`src/rtl/dump_ctrl.sv`:
```
// dump_ctrl: streams one channel of the capture RAM, oldest sample first,
// to the UART transmitter after a trace has been captured.
module dump_ctrl #(
  parameter int unsigned DEPTH = 512,
  parameter int unsigned AW    = $clog2(DEPTH)
) (
  input  logic          clk,
  input  logic          rst_n,
  input  logic          dump,
  input  logic [1:0]    ch_sel,
  input  logic [AW-1:0] trace_end,
  input  logic          cap_busy,
  output logic [2:0]    rd_en,
  output logic [AW-1:0] rd_addr,
  input  logic [7:0]    rdata,
  output logic [7:0]    tx_data,
  output logic          trmt,
  input  logic          tx_done,
  output logic          dump_fin,
  output logic          dump_err,
  output logic          busy
);

  localparam int unsigned CW = AW + 1;

  typedef enum logic [2:0] {
    IDLE  = 3'd0,
    PEND  = 3'd1,
    RD    = 3'd2,
    LATCH = 3'd3,
    TXW   = 3'd4,
    FIN   = 3'd5
  } state_t;

  state_t        state_q, state_d;
  logic [1:0]    ch_q, ch_d;
  logic [AW-1:0] addr_q, addr_d;
  logic [CW-1:0] cnt_q, cnt_d;
  logic          err_q, err_d;
  logic [7:0]    tx_data_q, tx_data_d;
  logic          trmt_q, trmt_d;

  // State and datapath registers
  always_ff @(posedge clk or negedge rst_n) begin
    if (!rst_n) begin
      state_q   <= IDLE;
      ch_q      <= 2'b00;
      addr_q    <= '0;
      cnt_q     <= '0;
      err_q     <= 1'b0;
      tx_data_q <= 8'h00;
      trmt_q    <= 1'b0;
    end else begin
      state_q   <= state_d;
      ch_q      <= ch_d;
      addr_q    <= addr_d;
      cnt_q     <= cnt_d;
      err_q     <= err_d;
      tx_data_q <= tx_data_d;
      trmt_q    <= trmt_d;
    end
  end

  // Next-state and datapath update
  always_comb begin
    state_d   = state_q;
    ch_d      = ch_q;
    addr_d    = addr_q;
    cnt_d     = cnt_q;
    err_d     = err_q;
    tx_data_d = tx_data_q;
    trmt_d    = 1'b0;
    case (state_q)
      IDLE: begin
        if (dump) begin
          ch_d   = ch_sel;
          addr_d = trace_end + AW'(1);
          cnt_d  = '0;
          if (ch_sel == 2'b11) begin
            err_d   = 1'b1;
            state_d = FIN;
          end else begin
            err_d   = 1'b0;
            state_d = cap_busy ? PEND : RD;
          end
        end
      end
      PEND: begin
        if (!cap_busy) state_d = RD;
      end
      RD: begin
        state_d = LATCH;
      end
      LATCH: begin
        tx_data_d = rdata;
        trmt_d    = 1'b1;
        state_d   = TXW;
      end
      TXW: begin
        if (tx_done) begin
          if (cnt_q == CW'(DEPTH - 1)) begin
            state_d = FIN;
          end else begin
            cnt_d   = cnt_q + CW'(1);
            addr_d  = addr_q + AW'(1);
            state_d = RD;
          end
        end
      end
      FIN: begin
        state_d = IDLE;
      end
      default: begin
        state_d = IDLE;
      end
    endcase
  end

  // Outputs decoded from the registered state
  always_comb begin
    rd_en    = (state_q == RD) ? (3'b001 << ch_q) : 3'b000;
    rd_addr  = addr_q;
    dump_fin = (state_q == FIN);
    busy     = (state_q != IDLE);
    tx_data  = tx_data_q;
    trmt     = trmt_q;
    dump_err = err_q;
  end

endmodule
```
`config.mk`:
```
export PLATFORM = sky130hd
export DESIGN_NAME = dump_ctrl
export DESIGN_NICKNAME = d
export VERILOG_FILES = /design/src/rtl/dump_ctrl.sv
export SDC_FILE = /design/constraint.sdc
export NUM_CORES = 1
export LEC_CHECK = 0
export ABC_CLOCK_PERIOD_IN_PS = 4100
export BUFFER_PORTS_ARGS = -buffer_cell sky130_fd_sc_hd__buf_2
export CORE_ASPECT_RATIO = 2
export CORE_MARGIN = 2
export CORE_UTILIZATION = 57
export DETAILED_ROUTE_END_ITERATION = 6
export PLACE_DENSITY = 0.85
export SLEW_MARGIN = 20
export SYNTH_ARGS = -nofsm -noshare
export SYNTH_HDL_FRONTEND = slang
export SYNTH_SLANG_ARGS = --single-unit
```
`constraint.sdc`:
```
create_clock -name clk -period 4.1 [get_ports clk]
set_input_delay 0.615 -clock clk [delete_from_list [all_inputs] [get_ports clk]]
set_output_delay 0.615 -clock clk [all_outputs]
set_load 0.005 [all_outputs]
```
# After elaboration in Yosys (flattened, before gate mapping)
# Index checks and enable logic that the tools add are counted.
word_totals:
  reg_bits: 34
  out_inout_bits: 24
  input_bits: 24
classes:
  n_reduce_logical: 6
  mux: 18
  eq_ne: 11
  add_sub_neg: 3
  shift: 1
op_table:
  columns: ["cell", "n"]
  rows:
  - ["two-way mux 10 bit", 3]
  - ["two-way mux 9 bit", 3]
  - ["one-hot mux 10 bit (2 select lines)", 1]
  - ["adder 9 x 1 -> 9 bit, second input constant", 2]
  - ["two-way mux 3 bit", 6]
  - ["one-hot mux 9 bit (2 select lines)", 1]
  - ["one-hot mux 3 bit (5 select lines)", 1]
  - ["adder 10 x 1 -> 10 bit, second input constant", 1]
  - ["equality test 10 x 9 -> 1 bit, second input constant", 1]
  - ["inequality test 2 bit, second input constant", 4]
  - ["equality test 3 x 2 -> 1 bit, second input constant", 2]
  - ["equality test 3 bit, second input constant", 2]
  - ["AND reduction 4 bit", 1]
  - ["equality test 3 x 1 -> 1 bit, second input constant", 1]
  - ["logical NOT 3 bit", 1]
  - ["AND reduction 3 bit", 1]
  - ["nonzero test 3 bit", 1]
  - ["left shift 1 x 2 -> 3 bit, first input constant", 1]
  - ["equality test 2 bit, second input constant", 1]
  - ["two-way mux 1 bit", 2]
  - ["two-way mux 2 bit", 1]
  - ["AND reduction 2 bit", 1]
  - ["nonzero test 2 bit", 1]

# Logic depth before layout (Yosys ltp)
logic_depth:
  word_depth: 4
  depth_mapped: 11
  ltp_nobuf: 8

# Least setup slack after synthesis
# OpenSTA, ideal clock, no wires.
synth_path:
  kind: "register to register"
  from: "reg state_q[1]"
  to: "reg addr_q[6] (netlist: rd_addr[6])"
  arrival_ps: 2154
  required_time_ps: 3977
  slack_ps: 1824
  setup_time_ps: 123
  period_less_slack_ps: 2276
  stages_incl_launch_ff: 11
  cell_sequence: "dfrtp_1 > or3b_1 > buf_2 > buf_2 > nand2_1 > nand2_1 > ha_1 > buf_1 > a31o_2 > a211o_1 > o221a_2"
synth_between:
  elab_chain_cells: 3
  elab_cells_between_ends: 8
  cone_classes: "eq/ne (4); mux (1); reduce/logical (3)"
synth_rtl:
  columns: ["element", "line_no", "rtl"]
  rows:
  - ["from (decl)", "35", "state_t state_q, state_d;"]
  - ["from (signal assigned)", "54", "state_q <= state_d;"]
  - ["equality test 3 bit or logical NOT 3 bit (tied branches)", "73", "case (state_q)"]
  - ["inequality test 2 bit (no source line) or nonzero test 2 bit (tied branches)", null, null]
  - ["AND reduction 4 bit (no source line)", null, null]
  - ["to (signal assigned)", "56", "addr_q <= addr_d;"]
  - ["to (decl)", "37", "logic [AW-1:0] addr_q, addr_d;"]
# Several ways; a longest one is shown, not always the timed one.
# A chain may end at the register's enable or synchronous reset.

# Worst setup path in the final report
layout_path:
  from: "reg state_q[2]"
  to: "reg addr_q[6] (netlist: rd_addr[6])"
# Same word-level chain as after synthesis.

==> impl_results.md <==
- Post-synth ARST share: 100%
- Synth area leaders: dfrtp_1 43%, mux2_2 5.6%, nand2_1 5.4%
- Hold Path Class: input pin to async pin
- Library cells used by synthesis: 48
- Chip height: 87.8 um
- Final worst path period need: about 2.5 ns
- ANT nets after route: 0
- Worst setup path startpoint: state_q[2]$_DFFE_PN0P_
- Critical Path Fanout Max: 18
- Root Buffer: clkbuf_8
- Initial DRC Count: 69
- Final period utilization: 62.2%
- Post-CTS sizing: 0
- Area of the mapped netlist: between 0.002 and 0.0025 mm2
- Sw Pwr: roughly 0.00057 W
- Clock Power Share: between 20% and 30%
- Worst-Skew Late Latency: 0.29 ns
- Layout net count: 285
- EDFF count, synth: 0
- Area fraction of the dominant cell type after synthesis: roughly 43%
- Fmax: 392 MHz
- CP arrival: ~2.7 ns
- Biggest area consumer among synthesized cells: dfrtp_1
- Crit. End Element: register
- Setup bufs post-CTS: 0
- Synthesis Warnings: 0
- LEAKAGE: roughly 1.1 nW
- Post-Synth XOR/XNOR Area: 0.438%
- Max VDD drop: 394 uV
- Worst-path clk slew: 0.07 ns
- Total number of vias: 1860
- Dominant synthesized flop cell: dfrtp_1
- Switching Share: 36.5%
- Worst Tran Pin Value: 0.748 ns
- Num CTS Buffers: 5
- RSZ-0062 raised after global routing: no
- CTS tree: yes
- Antenna fix cells: 0
- Final setup viols: 0
- Synthesized area per cell: slightly above 9 um2
- # H-tree levels: 2
- Initial antenna violation count: 0
- Global-route wire length before repair: 7.70 mm
- WL/cell: 16.1 um
- Worst Skew: approximately 0.0025 ns
- Finished Cell Area: 0.00235 mm2
- CTS Hold Bufs: 0
- Area after DPL: around 0.0022 mm2
- Synth Area in Compound Gates: 21.8%
- Combinational Power Share: 37.8%
- Critical path required time: ~4.3 ns
- GRT overflow: 0
- Total Wirelength: ~4.7 mm
- Routability cong.: approximately 0.9
- Final hold vios: 0
- Die width: 45.9 um
- Largest net degree at the start of global routing: 35
- Syn Nets: 243
- Vias in the first global route: 1701
- Internal: between 0.0009 and 0.001 W
- Via/cell ratio: between 6 and 7
- Post-Synth Simple-Gate Area: 24.1%
- Seq pwr share: 38.3%
- Clock sink count: 34
- Synthesized netlist cell count: 217
- HPWL Detailed: 3.36 mm
- Post-Synth Adder-Cell Area: 1.25%
- Max clock buf depth: 2
- GRT Resource Usage Total: 25.9%
- Status: complete, no violations
- Combinational family with the most area after synthesis: simple AND/OR/NAND/NOR gates
- IO buf count: 47
- Row count: 30
- # DRC: 0
- CP Launch Type: register
- Max-slew violations: 0
- Kind of critical path: register to register
- Core area: between 0.003 and 0.004 mm2
- Die ar.: 0.00403 mm2
- Slew headroom: 50.1%
- Mux cell area share after synthesis: 5.63%
- Initial core utilization: 59.2%
- Sequential area share after synthesis: 42.5%
- Setup TNS: 0 ns
- Max-Cap Viols: 0
- Final core utilization: 69.5%
- RR Startpoint: state_q[2]$_DFFE_PN0P_
- Share of cells above drive strength 1: a little under a third
- # IOs: 48
- Layout area overhead: 17.4%
- Drt pass-1 iters: 4
- PD cells: 663 mW/mm2
- Flops & latches, synth: 34
[synth_stat cells (3+ instances only)]
cell     count
nor3b_1      4
mux2_2      10
and2_1       3
o21ai_0     18
o31ai_1      5
a31oi_1      3
nand3_1      8
buf_2        5
nand4_1      6
a21oi_1     17
a21o_1       3
dfrtp_1     34
nor2_1      12
nand2_1     29
nor3_1       7
or3_1        3
nor2b_1      3
and3_1       6
[cells by family (layout without fill, tap and decap cells)]
| family | Yosys count | after routing |
|---|---|---|
| adders and majority gates | 2 | 2 |
| and+or+nand+nor | 90 | 90 |
| DFF | 34 | 34 |
| muxes | 10 | 10 |
| AOI/OAI and AO/OA | 65 | 65 |
| xor gates and xnor gates | 1 | 1 |
| buffers and inverters | 15 | 58 |
[power by group through the flow]
stage / clock network (W) / logic, W / registers, W
floorplan: 0 / 0.000435 / 0.000558
global placement: 0 / 0.000579 / 0.000594
detailed placement: 0 / 0.000589 / 0.000600
CTS: 0.000378 / 0.000594 / 0.000593
global route: 0.000395 / 0.000661 / 0.000616
finish: 0.000372 / 0.000589 / 0.000596
[registers in the layout, indices dropped and copies added, names as in the netlist]
name and count:
cnt_q 10, rd_addr 9, tx_data 8, state_q 3
ch_q 2, dump_err 1, trmt 1
[layout by cell type, fill, tap and decap left out, types with 3 or more instances in the layout]
cell type,count
a21oi_1,17
mux2_2,10
clkbuf_8,5
nor2b_1,3
o31ai_1,5
a21o_1,3
or3_1,3
nand4_1,6
nor3_1,7
nor3b_1,3
buf_2,47
and2_1,3
and3_1,6
a31oi_1,3
dfrtp_1,34
nand2_1,29
o21ai_0,18
nand3_1,8
nor2_1,12
[path summary, 6_finish.rpt]
path,depth (start not counted),to,slack [ns]
max,7,rd_addr[6]$_DFFE_PN0P_,1.55
max reg2reg,7,rd_addr[6]$_DFFE_PN0P_,1.55
min in group clk,2,dump_err$_DFFE_PN0P_,0.48
min reg2reg,2,dump_err$_DFFE_PN0P_,0.48
max in group asynchronous,1,cnt_q[8]$_DFFE_PN0P_,3.23
min,1,ch_q[0]$_DFFE_PN0P_,0.38
[worst max-delay path, cell delays in order, from the launching register on]
cell     delay [ns]
dfrtp_1        0.59
or3b_1         0.65
nand2_1        0.15
nand2_1        0.08
ha_1           0.31
a31o_2         0.24
a211o_1        0.29
o221a_2        0.12
[layout make-up]
class                           instances  area [um2]
Inverter                                2        7.51
Sequential cell                        34         851
Tap cell                               32        40.0
Clock inverter                          3        68.8
Clock buffer                            5        68.8
Fill cell                             291        1030
Multi-Input combinational cell        168        1070
Timing Repair Buffer                   48         243
[per-stage QoR]
| step | setup WS [ns] | std cells | total power, W | hold WS [ns] |
|---|---|---|---|---|
| 2_1_floorplan | 1.82 | 217 | 0.000992 | 0.319 |
| 3_3_place_gp | 1.64 | 284 | 0.00117 | 0.461 |
| 3_5_place_dp | 1.60 | 284 | 0.00119 | 0.465 |
| 4_1_cts | 1.57 | 292 | 0.00157 | 0.411 |
| 5_1_grt | 1.31 | 292 | 0.00167 | 0.451 |
| 6_report | 1.55 | 292 | 0.00156 | 0.384 |
[layer usage]
| metal | up-vias | part of all wire [%] | track usage (%) |
|---|---|---|---|
| met5 | - | 0 | 0 |
| met4 | 0 | 2.1 | 12.7 |
| met3 | 10 | 5.5 | 4.33 |
| met2 | 79 | 53 | 43.6 |
| met1 | 890 | 39 | 30.5 |
| li1 | 881 | - | - |
No activity file was read; power rests on OpenSTA's default activity.
